## config.mk

```make
export PLATFORM = sky130hd
export DESIGN_NAME = mem_burst_arb
export DESIGN_NICKNAME = d
export VERILOG_FILES = /design/src/rtl/mem_burst_arb_pkg.sv /design/src/rtl/rr_arb2.sv /design/src/rtl/mem_burst_arb.sv
export SDC_FILE = /design/constraint.sdc
export NUM_CORES = 1
export LEC_CHECK = 0
export ABC_AREA = 1
export BUFFER_PORTS_ARGS = -buffer_cell sky130_fd_sc_hd__buf_2
export CORE_AREA = 2 2 360 362
export DETAILED_ROUTE_END_ITERATION = 10
export DIE_AREA = 0 0 362 364
export HOLD_SLACK_MARGIN = 0.02
export SLEW_MARGIN = 20
export SYNTH_ARGS = -nofsm -noshare
export SYNTH_HDL_FRONTEND = slang
export SYNTH_SLANG_ARGS = --single-unit
```

## constraint.sdc

```tcl
create_clock -name mem_clk -period 2.5 [get_ports mem_clk]
set_input_delay 0.125 -clock mem_clk [delete_from_list [all_inputs] [get_ports mem_clk]]
set_output_delay 0.125 -clock mem_clk [all_outputs]
set_load 0.05 [all_outputs]
```

## src/rtl/mem_burst_arb_pkg.sv

```systemverilog
// Shared types and default widths for the two-port burst arbiter.
//   state_t : arbiter FSM states (IDLE, ISSUE, BUSY, ZERO)
//   burst_t : direction of the latched burst (WR, RD)
package mem_burst_arb_pkg;

  localparam int DATA_BITS_DEF = 128;
  localparam int ADDR_BITS_DEF = 24;
  localparam int LEN_BITS_DEF  = 10;

  typedef enum logic [1:0] {
    IDLE  = 2'd0,
    ISSUE = 2'd1,
    BUSY  = 2'd2,
    ZERO  = 2'd3
  } state_t;

  typedef enum logic {
    WR = 1'b0,
    RD = 1'b1
  } burst_t;

endpackage

```

## src/rtl/rr_arb2.sv

```systemverilog
// Two-way round-robin picker.
//   mem_clk, rst_n : clock, asynchronous active-low reset
//   enable         : picking allowed this cycle
//   req[1:0]       : per-port request (any type)
//   grant[1:0]     : one-hot winner, combinational, zero when disabled
// The pointer remembers the last granted port; on a tie the other port wins.
// It resets to "port 1 granted last" so port 0 is preferred after reset.
module rr_arb2 (
  input  logic       mem_clk,
  input  logic       rst_n,
  input  logic       enable,
  input  logic [1:0] req,
  output logic [1:0] grant
);

  logic last_grant;

  always_comb begin
    grant = 2'b00;
    if (enable) begin
      if (req == 2'b11) begin
        grant = last_grant ? 2'b01 : 2'b10;
      end else begin
        grant = req;
      end
    end
  end

  always_ff @(posedge mem_clk or negedge rst_n) begin
    if (!rst_n) begin
      last_grant <= 1'b1;
    end else if (|grant) begin
      last_grant <= grant[1];
    end
  end

endmodule

```

## src/rtl/mem_burst_arb.sv

```systemverilog
// Shares one burst-engine user interface between two requesters, one whole
// burst at a time, round-robin fair.
//   mem_clk, rst_n, init_done        : clock, async reset, calibration done
//   pN_wr_req/pN_rd_req/pN_len/pN_addr : port N command (level, held to ack)
//   pN_ack, pN_finish                : one-cycle accept / complete pulses
//   pN_wr_data_req, pN_wr_data       : write-data handshake, owner only
//   pN_rd_data_valid, pN_rd_data     : read data (valid gated to owner)
//   wr_/rd_burst_*                   : burst engine interface
//   dbg_state                        : current FSM state
// Handshake: a port holds its request level with len/addr stable until the
// cycle its ack pulses; it must drop the request in the following cycle or
// it is taken as a new command. The engine request is held until the first
// data strobe of the burst and drops the cycle after that strobe.
module mem_burst_arb
  import mem_burst_arb_pkg::*;
#(
  parameter int DATA_BITS = DATA_BITS_DEF,
  parameter int ADDR_BITS = ADDR_BITS_DEF,
  parameter int LEN_BITS  = LEN_BITS_DEF
) (
  input  logic                 mem_clk,
  input  logic                 rst_n,
  input  logic                 init_done,
  input  logic                 p0_wr_req,
  input  logic                 p0_rd_req,
  input  logic [LEN_BITS-1:0]  p0_len,
  input  logic [ADDR_BITS-1:0] p0_addr,
  output logic                 p0_ack,
  output logic                 p0_wr_data_req,
  input  logic [DATA_BITS-1:0] p0_wr_data,
  output logic                 p0_rd_data_valid,
  output logic [DATA_BITS-1:0] p0_rd_data,
  output logic                 p0_finish,
  input  logic                 p1_wr_req,
  input  logic                 p1_rd_req,
  input  logic [LEN_BITS-1:0]  p1_len,
  input  logic [ADDR_BITS-1:0] p1_addr,
  output logic                 p1_ack,
  output logic                 p1_wr_data_req,
  input  logic [DATA_BITS-1:0] p1_wr_data,
  output logic                 p1_rd_data_valid,
  output logic [DATA_BITS-1:0] p1_rd_data,
  output logic                 p1_finish,
  output logic                 wr_burst_req,
  output logic                 rd_burst_req,
  output logic [LEN_BITS-1:0]  wr_burst_len,
  output logic [LEN_BITS-1:0]  rd_burst_len,
  output logic [ADDR_BITS-1:0] wr_burst_addr,
  output logic [ADDR_BITS-1:0] rd_burst_addr,
  input  logic                 wr_burst_data_req,
  output logic [DATA_BITS-1:0] wr_burst_data,
  input  logic                 rd_burst_data_valid,
  input  logic [DATA_BITS-1:0] rd_burst_data,
  input  logic                 burst_finish,
  output state_t               dbg_state
);

  state_t               state;
  burst_t               btype;
  logic                 gnt_port;
  logic [LEN_BITS-1:0]  lat_len;
  logic [ADDR_BITS-1:0] lat_addr;
  logic                 wr_req_q;
  logic                 rd_req_q;

  logic [1:0]           port_req;
  logic [1:0]           grant;
  logic                 pick_en;
  logic                 win_port;
  logic                 win_wr;
  logic [LEN_BITS-1:0]  win_len;
  logic [ADDR_BITS-1:0] win_addr;
  logic                 active;
  logic                 first_strobe;
  logic                 fin_any;

  assign port_req = {p1_wr_req | p1_rd_req, p0_wr_req | p0_rd_req};
  // rst_n in the enable keeps ack low while reset is held.
  assign pick_en  = rst_n & init_done & (state == IDLE);

  rr_arb2 u_rr (
    .mem_clk (mem_clk),
    .rst_n   (rst_n),
    .enable  (pick_en),
    .req     (port_req),
    .grant   (grant)
  );

  assign win_port = grant[1];
  // Write wins when a port raises both request types.
  assign win_wr   = win_port ? p1_wr_req : p0_wr_req;
  assign win_len  = win_port ? p1_len    : p0_len;
  assign win_addr = win_port ? p1_addr   : p0_addr;

  assign p0_ack = grant[0];
  assign p1_ack = grant[1];

  assign first_strobe = (btype == WR) ? wr_burst_data_req : rd_burst_data_valid;

  always_ff @(posedge mem_clk or negedge rst_n) begin
    if (!rst_n) begin
      state    <= IDLE;
      btype    <= WR;
      gnt_port <= 1'b0;
      lat_len  <= '0;
      lat_addr <= '0;
      wr_req_q <= 1'b0;
      rd_req_q <= 1'b0;
    end else begin
      case (state)
        IDLE: begin
          if (|grant) begin
            gnt_port <= win_port;
            btype    <= win_wr ? WR : RD;
            lat_len  <= win_len;
            lat_addr <= win_addr;
            if (win_len == '0) begin
              state <= ZERO;
            end else begin
              state    <= ISSUE;
              wr_req_q <= win_wr;
              rd_req_q <= ~win_wr;
            end
          end
        end
        ISSUE: begin
          if (burst_finish || first_strobe) begin
            state    <= burst_finish ? IDLE : BUSY;
            wr_req_q <= 1'b0;
            rd_req_q <= 1'b0;
          end
        end
        BUSY: begin
          if (burst_finish) begin
            state <= IDLE;
          end
        end
        ZERO: begin
          state <= IDLE;
        end
        default: begin
          state <= IDLE;
        end
      endcase
    end
  end

  assign wr_burst_req  = wr_req_q;
  assign rd_burst_req  = rd_req_q;
  assign wr_burst_len  = lat_len;
  assign rd_burst_len  = lat_len;
  assign wr_burst_addr = lat_addr;
  assign rd_burst_addr = lat_addr;
  assign dbg_state     = state;

  // Engine strobes are only meaningful while a burst is on the engine;
  // anything arriving in IDLE or ZERO is dropped.
  assign active = (state == ISSUE) || (state == BUSY);

  assign p0_wr_data_req   = wr_burst_data_req & active & (btype == WR) & ~gnt_port;
  assign p1_wr_data_req   = wr_burst_data_req & active & (btype == WR) &  gnt_port;
  assign p0_rd_data_valid = rd_burst_data_valid & active & (btype == RD) & ~gnt_port;
  assign p1_rd_data_valid = rd_burst_data_valid & active & (btype == RD) &  gnt_port;

  assign wr_burst_data = active ? (gnt_port ? p1_wr_data : p0_wr_data) : '0;
  assign p0_rd_data    = rd_burst_data;
  assign p1_rd_data    = rd_burst_data;

  // A zero-length burst completes by itself in its single ZERO cycle.
  assign fin_any   = (active & burst_finish) | (state == ZERO);
  assign p0_finish = fin_any & ~gnt_port;
  assign p1_finish = fin_any &  gnt_port;

endmodule

```

==> results.toml, run 1 <==
[synth]
avgSynthCellArea_um2 = 6.10
synth-compound-area-share_pct = 16.5
synth_cells = 999
synth.ff_latch_count = 41
synth-simple-area-share_pct = 24.9
postSynthNetCount = 1466
mux_share_of_post_synthesis_cell_area_pct = 0
synth-edff-count = 0
synthesized_area_fraction_occupied_by_xor_and_xnor_cells_pct = 0
synth_cell_types = 27
synth-async-reset-ratio_pct = 100
ys_warn_count = 0
synth-main-ff-cell = "sky130_fd_sc_hd__dfrtp_1"
synthAdderAreaFrac_pct = 1.03
post_synth_instance_area_mm2 = 0.00609
synth.yosys.seq_area_share_pct = 16.9
dominant_combinational_cell_family_by_area_after_synthesis = "buffers and inverters"

[sta]
tightest_slew_ns = 0.664
final.min_clock_period_ns = 2.39
clock-skew-final_ns = 0.00593
holdWs_ns = 0.0289
slew_headroom_pct = 55.6
unrepaired_setup_endpoints_after_global_routing = "no"
layout_setup_ws_ns = 0.105
final_setup_violations = 0
maxSlewViolCount = 0
timing.fmax_mhz = 418
timing.setup.tns_ns = 0
report.final.hold_viol_count = 0
layout_worst_path_cycle_share_pct = 95.8

[worst_setup_path]
worst-r2r-setup-slack_ns = 0.34
r2r_end = "rd_burst_req$_DFFE_PN0P_"
crit_path_max_fanout = 36
crit_path_end_kind = "output port"
timing.critical_path.arrival_ns = 2.27
crit_start = "dbg_state[0]$_DFFE_PN0P_"
worst_r2r_path_depth = 14
worst-setup-path-type = "register to output port"
startpoint_class = "register"
cp_data_required_time_ns = 2.38
crit-reg2reg-launch = "dbg_state[0]$_DFFE_PN0P_"
crit_end = "wr_burst_data[29]"

[route]
drtAntennaViolNets = 0
drt_iter0_drc = 449
drt_first_pass_iters = 5
vias = 7746
drt_wl_total_mm = 83.0
drc = 0
wire_per_inst_um = 28.4
vias_per_cell = 2.65

[clock_tree]
tritoncts_num_sinks = 41
cts_tree = "yes"
cts_max_level = 2
clock_slew_at_reported_path_ffs_ns = 0.07
clk_latency_ns = 0.30
cts_made_buffers = 5
clk_root_buffer_cell = "sky130_fd_sc_hd__clkbuf_16"
post_cts_hold_fix_bufs = 0
number_of_buffers_on_the_longest_clock_path = 2

[global_routing]
grt_overflow = 0
grt_usage_pct = 11.9
first_global_vias = 6697
grt_antenna_before_repair = 96
global_route_wire_length_before_repair_mm = 95.7
grt_start_max_net_pins = 79

[run]
cap_violations = 0

[floorplanning]
ioPinCount = 926
num_rows = 132
dieArea_mm2 = 0.132
start_util_pct = 4.75
fp.dieW_um = 362
die_y_um = 364
core_area_mm2 = 0.128

[power]
irDropWorstVdd_v = 0.000626
static_leakage_nw = 4.58
power_density_mw_per_mm2 = 2080

[layout]
multi_input_comb_area_mm2 = 0.00284
fin_nets = 1690
final.fill_count = 15100
post_layout_utilization_of_the_core_pct = 8.27
final_layout_size_suffix_gt1_share_pct = 55.8
seq_area_mm2 = 0.00103
layout-area-overhead-vs-synth_pct = 74.1

[hold_path]
min_path_type = "input port to async pin"

[placed_design]
portBuffers = 541
globalplace.congestion = 0.802
preCtsSetupSlack_ns = 0.175
hpwl_mm = 76.7

[run_status]
outcome = "complete, no violations"
-- kinds of logic after synthesis --
group / count (synthesis)
buffers and inverters: 367
DFF: 41
AOI/OAI and AO/OA: 198
adders and majority gates: 5
and+or+nand+nor: 388
-- critical path: stages (launching register included) --
cell and delay [ns]:
sky130_fd_sc_hd__dfrtp_1 0.40, sky130_fd_sc_hd__inv_1 0.13, sky130_fd_sc_hd__ha_4 0.39, sky130_fd_sc_hd__buf_12 0.21
sky130_fd_sc_hd__o21ai_0 0.14, sky130_fd_sc_hd__nor2_2 0.43, sky130_fd_sc_hd__buf_12 0.21
-- worst min-delay path by stage --
stage | startpoint | to | slack (ns) | depth (start not counted)
after floorplan | rst_n | btype$_DFFE_PN0P_ | -0.17 | 0
after detailed placement | rd_burst_data[88] | p0_rd_data[88] | 0.25 | 0
after global routing | rst_n | rd_burst_len[8]$_DFFE_PN0P_ | 0.05 | 2
after CTS | rst_n | wr_burst_req$_DFFE_PN0P_ | 0.04 | 2
after global placement | rd_burst_data[88] | p0_rd_data[88] | 0.25 | 0
final | rst_n | wr_burst_req$_DFFE_PN0P_ | 0.03 | 2
-- sequential cells by signal (all words and copies together) (netlist names) --
| signal | count |
|---|---|
| gnt_port | 1 |
| wr_burst_req | 1 |
| rd_burst_req | 1 |
| rd_burst_len | 10 |
| btype | 1 |
| rd_burst_addr | 24 |
| dbg_state | 2 |
| u_rr.last_grant | 1 |
-- layout make-up --
cell class | instances | area share (%)
repair buffers | 562 | 41.0
multi-input cells | 591 | 26.8
well taps | 1675 | 19.8
flip-flops and latches | 41 | 9.72
clock buffers | 5 | 1.18
inverters | 22 | 0.825
diodes | 20 | 0.472
clock inverters | 3 | 0.236
-- layer usage --
metal,GRT usage (%),vias up,wire (um)
met5,0,-,626
met4,2.80,92,2530
met3,9.32,237,14400
met2,18.3,763,35500
met1,12.7,3313,30000
li1,-,3341,-
-- where the power goes --
group	total (mW)	internal [mW]	switching [mW]
Clock	0.698	0.376	0.322
Sequential	1.35	0.986	0.359
Combinational	20.0	5.99	14.1
Total	22.1	7.35	14.7
-- synthesized netlist by cell type, types with 3 or more instances --
cell	number	area share (%)
sky130_fd_sc_hd__o21ai_0	182	15
sky130_fd_sc_hd__nand2_1	73	4.5
sky130_fd_sc_hd__buf_2	5	0.41
sky130_fd_sc_hd__buf_4	290	36
sky130_fd_sc_hd__inv_1	19	1.2
sky130_fd_sc_hd__ha_1	5	1.0
sky130_fd_sc_hd__nand3b_1	5	0.62
sky130_fd_sc_hd__o21ai_1	7	0.57
sky130_fd_sc_hd__a21oi_1	3	0.25
sky130_fd_sc_hd__nand3_1	5	0.41
sky130_fd_sc_hd__clkbuf_1	45	2.8
sky130_fd_sc_hd__nor2_1	296	18
sky130_fd_sc_hd__buf_1	4	0.25
sky130_fd_sc_hd__dfrtp_1	40	16
sky130_fd_sc_hd__o21ai_2	3	0.43
-- layout by cell type (no fill, tap or decap) --
cell type                    synthesis  final
sky130_fd_sc_hd__buf_2               5    451
sky130_fd_sc_hd__nor2_1            296    200
sky130_fd_sc_hd__o21ai_0           182    176
sky130_fd_sc_hd__buf_12              0    101
sky130_fd_sc_hd__nor2_2              2     98
sky130_fd_sc_hd__nand2_1            73     73
sky130_fd_sc_hd__dfrtp_1            40     39
sky130_fd_sc_hd__diode_2             0     20
sky130_fd_sc_hd__inv_1              19     19
sky130_fd_sc_hd__o21ai_1             7     12
sky130_fd_sc_hd__buf_4             290      9
sky130_fd_sc_hd__nand3b_1            5      5
sky130_fd_sc_hd__nand3_1             5      5
sky130_fd_sc_hd__clkbuf_16           0      5
sky130_fd_sc_hd__o21ai_2             3      4
sky130_fd_sc_hd__ha_1                5      4
sky130_fd_sc_hd__a21oi_1             3      3
sky130_fd_sc_hd__inv_6               0      2
sky130_fd_sc_hd__inv_2               2      2
sky130_fd_sc_hd__nand4_1             2      2
sky130_fd_sc_hd__or2_2               2      2
sky130_fd_sc_hd__a31oi_1             2      2
sky130_fd_sc_hd__nand3_2             1      1
sky130_fd_sc_hd__nor2_4              1      1
sky130_fd_sc_hd__nand2_4             1      1
sky130_fd_sc_hd__o22ai_1             1      1
sky130_fd_sc_hd__ha_4                0      1
sky130_fd_sc_hd__clkinvlp_4          0      1
sky130_fd_sc_hd__clkinv_4            0      1
sky130_fd_sc_hd__dfrtp_4             0      1
sky130_fd_sc_hd__clkbuf_4            0      1
sky130_fd_sc_hd__dfstp_2             1      1
-- through the flow --
| stage | total power, mW | instance area (um2) | std cells |
|---|---|---|---|
| final | 22.1 | 10600 | 2919 |
| after global routing | 23.3 | 10600 | 2910 |
| after CTS | 22.7 | 10500 | 2897 |
| after detailed placement | 21.7 | 10300 | 2887 |
| after global placement | 21.7 | 10300 | 2887 |
| after floorplan | 12.9 | 6310 | 999 |
-- timing repair --
item / 4_1_cts / 5_1_grt
resized for setup: 8 / 7
setup endpoints to repair: 9 / 12
setup buffers: 2 / 2
pin swaps: 1 / 1
Note: power is estimated with default switching activity, not from simulation.
==> run 2: changes to the inputs <==
- clock period: 2.5 -> 2.3 ns (I/O delays scaled with it)
==> run 2 against run 1 <==
Clock power is 10% higher; power increased by 9.6%; first-iteration DRC count fell by 12%; combinational power increased by 10%.
==> results.toml, run 2 (synthesized netlist as in run 1, its figures left out) <==
[global_routing]
first_global_vias = 6881
global_route_wire_length_before_repair_mm = 89.3
grt_start_max_net_pins = 67
grt_usage_pct = 10.9
grt_overflow = 0
grt_antenna_before_repair = 81

[route]
drt_first_pass_iters = 5
vias = 7714
drc = 0
wire_per_inst_um = 26.0
vias_per_cell = 2.63
drt_wl_total_mm = 76.1
drtAntennaViolNets = 0
drt_iter0_drc = 394

[worst_setup_path]
critical_path.cell_chain = "inv_1 > ha_4 > buf_4 > o21ai_0 > nor2_4 > buf_2"
critical-path-max-stage-delay_ns = 0.41
cp_data_required_time_ns = 2.18
path_depth = 6
worst-r2r-setup-slack_ns = 0.16
worst-setup-path-type = "register to output port"
crit_end = "wr_burst_data[111]"
startpoint_class = "register"
path_delay_family = "buffers and inverters"
r2r_end = "rd_burst_req$_DFFE_PN0P_"
cpMaxStageDelayCell = "sky130_fd_sc_hd__ha_4"
crit_path_max_fanout = 17
timing.critical_path.arrival_ns = 2.11
critPathBufInv = 3
worst_r2r_path_depth = 13
crit_start = "dbg_state[1]$_DFFE_PN0P_"
crit-reg2reg-launch = "dbg_state[1]$_DFFE_PN0P_"
crit_path_end_kind = "output port"

[run_status]
outcome = "complete, no violations"

[hold_path]
min_path_type = "input port to register"

[clock_tree]
tritoncts_num_sinks = 41
cts_tree = "yes"
number_of_buffers_on_the_longest_clock_path = 2
clk_latency_ns = 0.30
cts_max_level = 2
cts_made_buffers = 5
clock_slew_at_reported_path_ffs_ns = 0.08
clk_root_buffer_cell = "sky130_fd_sc_hd__clkbuf_16"

[power]
combPwrFrac_pct = 90.8
clock_group_share_of_total_power_pct = 3.2
total_switching_power_mw = 16.2
fin_total_pwr_mw = 24.2
switching_share_pct = 66.9
power_frac_seq_pct = 6.0
irDropWorstVdd_v = 0.00116
internal_power_mw = 8.01
static_leakage_nw = 4.62
power_density_mw_per_mm2 = 2200

[placed_design]
globalplace.congestion = 0.792
hpwl_mm = 70.3
portBuffers = 541
dpl_cell_area_mm2 = 0.0107

[sta]
timing.fmax_mhz = 449
layout_worst_path_cycle_share_pct = 96.8
report.final.hold_viol_count = 0
final.min_clock_period_ns = 2.23
clock-skew-final_ns = 0.00971
maxSlewViolCount = 0
final_setup_violations = 0
timing.setup.tns_ns = 0
unrepaired_setup_endpoints_after_global_routing = "yes"
tightest_slew_ns = 0.669
slew_headroom_pct = 54.9

[layout]
final_layout_size_suffix_gt1_share_pct = 55.7
mostFrequentLayoutCells = "sky130_fd_sc_hd__buf_2 (450), sky130_fd_sc_hd__nor2_1 (201), sky130_fd_sc_hd__o21ai_0 (166), sky130_fd_sc_hd__buf_12 (94), sky130_fd_sc_hd__nor2_4 (88)"
final_area_mm2 = 0.0110
largest_register_ffs = 24
layout_commonest_cell = "sky130_fd_sc_hd__buf_2"
post_layout_utilization_of_the_core_pct = 8.58
layout-area-overhead-vs-synth_pct = 80.8
fin_nets = 1690

[floorplanning]
core_area_mm2 = 0.128
dieArea_mm2 = 0.132
start_util_pct = 4.75
ioPinCount = 926
num_rows = 132
fp.dieW_um = 362
die_y_um = 364

[run]
cap_violations = 0
-- run 2: through the flow --
step,instances,hold slack [ns],worst slack (ns)
4_1_cts,2897,0.0669,0.00162
3_5_place_dp,2888,0.230,0.129
6_report,2930,0.0858,0.0742
5_1_grt,2910,0.0779,-0.0458
2_1_floorplan,999,-0.181,-0.235
3_3_place_gp,2888,0.230,0.234
-- run 2: power groups by stage --
stage          combinational, mW  sequential [mW]  clock (mW)
3_5_place_dp                22.5             1.48           0
2_1_floorplan               12.6             2.40           0
6_report                    22.0             1.46       0.771
3_3_place_gp                22.4             1.46           0
5_1_grt                     23.2             1.51       0.831
4_1_cts                     22.6             1.47       0.817
-- run 2: metal layers --
metal / wire (um) / vias up / track usage (%)
met1: 26100 / 3363 / 11.4
met2: 33100 / 737 / 17.0
met4: 3030 / 70 / 3.50
met3: 13500 / 206 / 8.24
li1: - / 3338 / -
met5: 439 / - / 0
-- run 2: worst min-delay path by stage --
stage	start	to	slack [ns]	cells after the start
final	p1_addr[21]	rd_burst_addr[21]$_DFFE_PN0P_	0.09	3
after global routing	p1_addr[1]	rd_burst_addr[1]$_DFFE_PN0P_	0.08	3
after CTS	p1_addr[21]	rd_burst_addr[21]$_DFFE_PN0P_	0.07	3
after detailed placement	rd_burst_data[0]	p0_rd_data[0]	0.23	0
after global placement	rd_burst_data[0]	p0_rd_data[0]	0.23	0
after floorplan	rst_n	btype$_DFFE_PN0P_	-0.18	0
-- run 2: worst min-delay path, cell delays in order --
cell,delay (ns)
sky130_fd_sc_hd__buf_2,0.08
sky130_fd_sc_hd__nor2_1,0.04
sky130_fd_sc_hd__o21ai_1,0.12
-- run 2: final cells by class --
| class | instances | area, um2 |
|---|---|---|
| fill | 15100 | 117000 |
| timing repair buffer | 562 | 4290 |
| multi-input combinational | 591 | 3280 |
| tap | 1675 | 2100 |
| sequential | 41 | 1030 |
| clock buffer | 5 | 125 |
| inverter | 22 | 90.1 |
| antenna | 31 | 77.6 |
| clock inverter | 3 | 25.0 |
-- run 2: timing repair --
item                       CTS  global route
buffers inserted             0             2
gates resized for setup     10            23
setup endpoints to repair   42            48
pin swaps                    0             1
hold endpoints to repair    31             0
hold buffers                 1             0
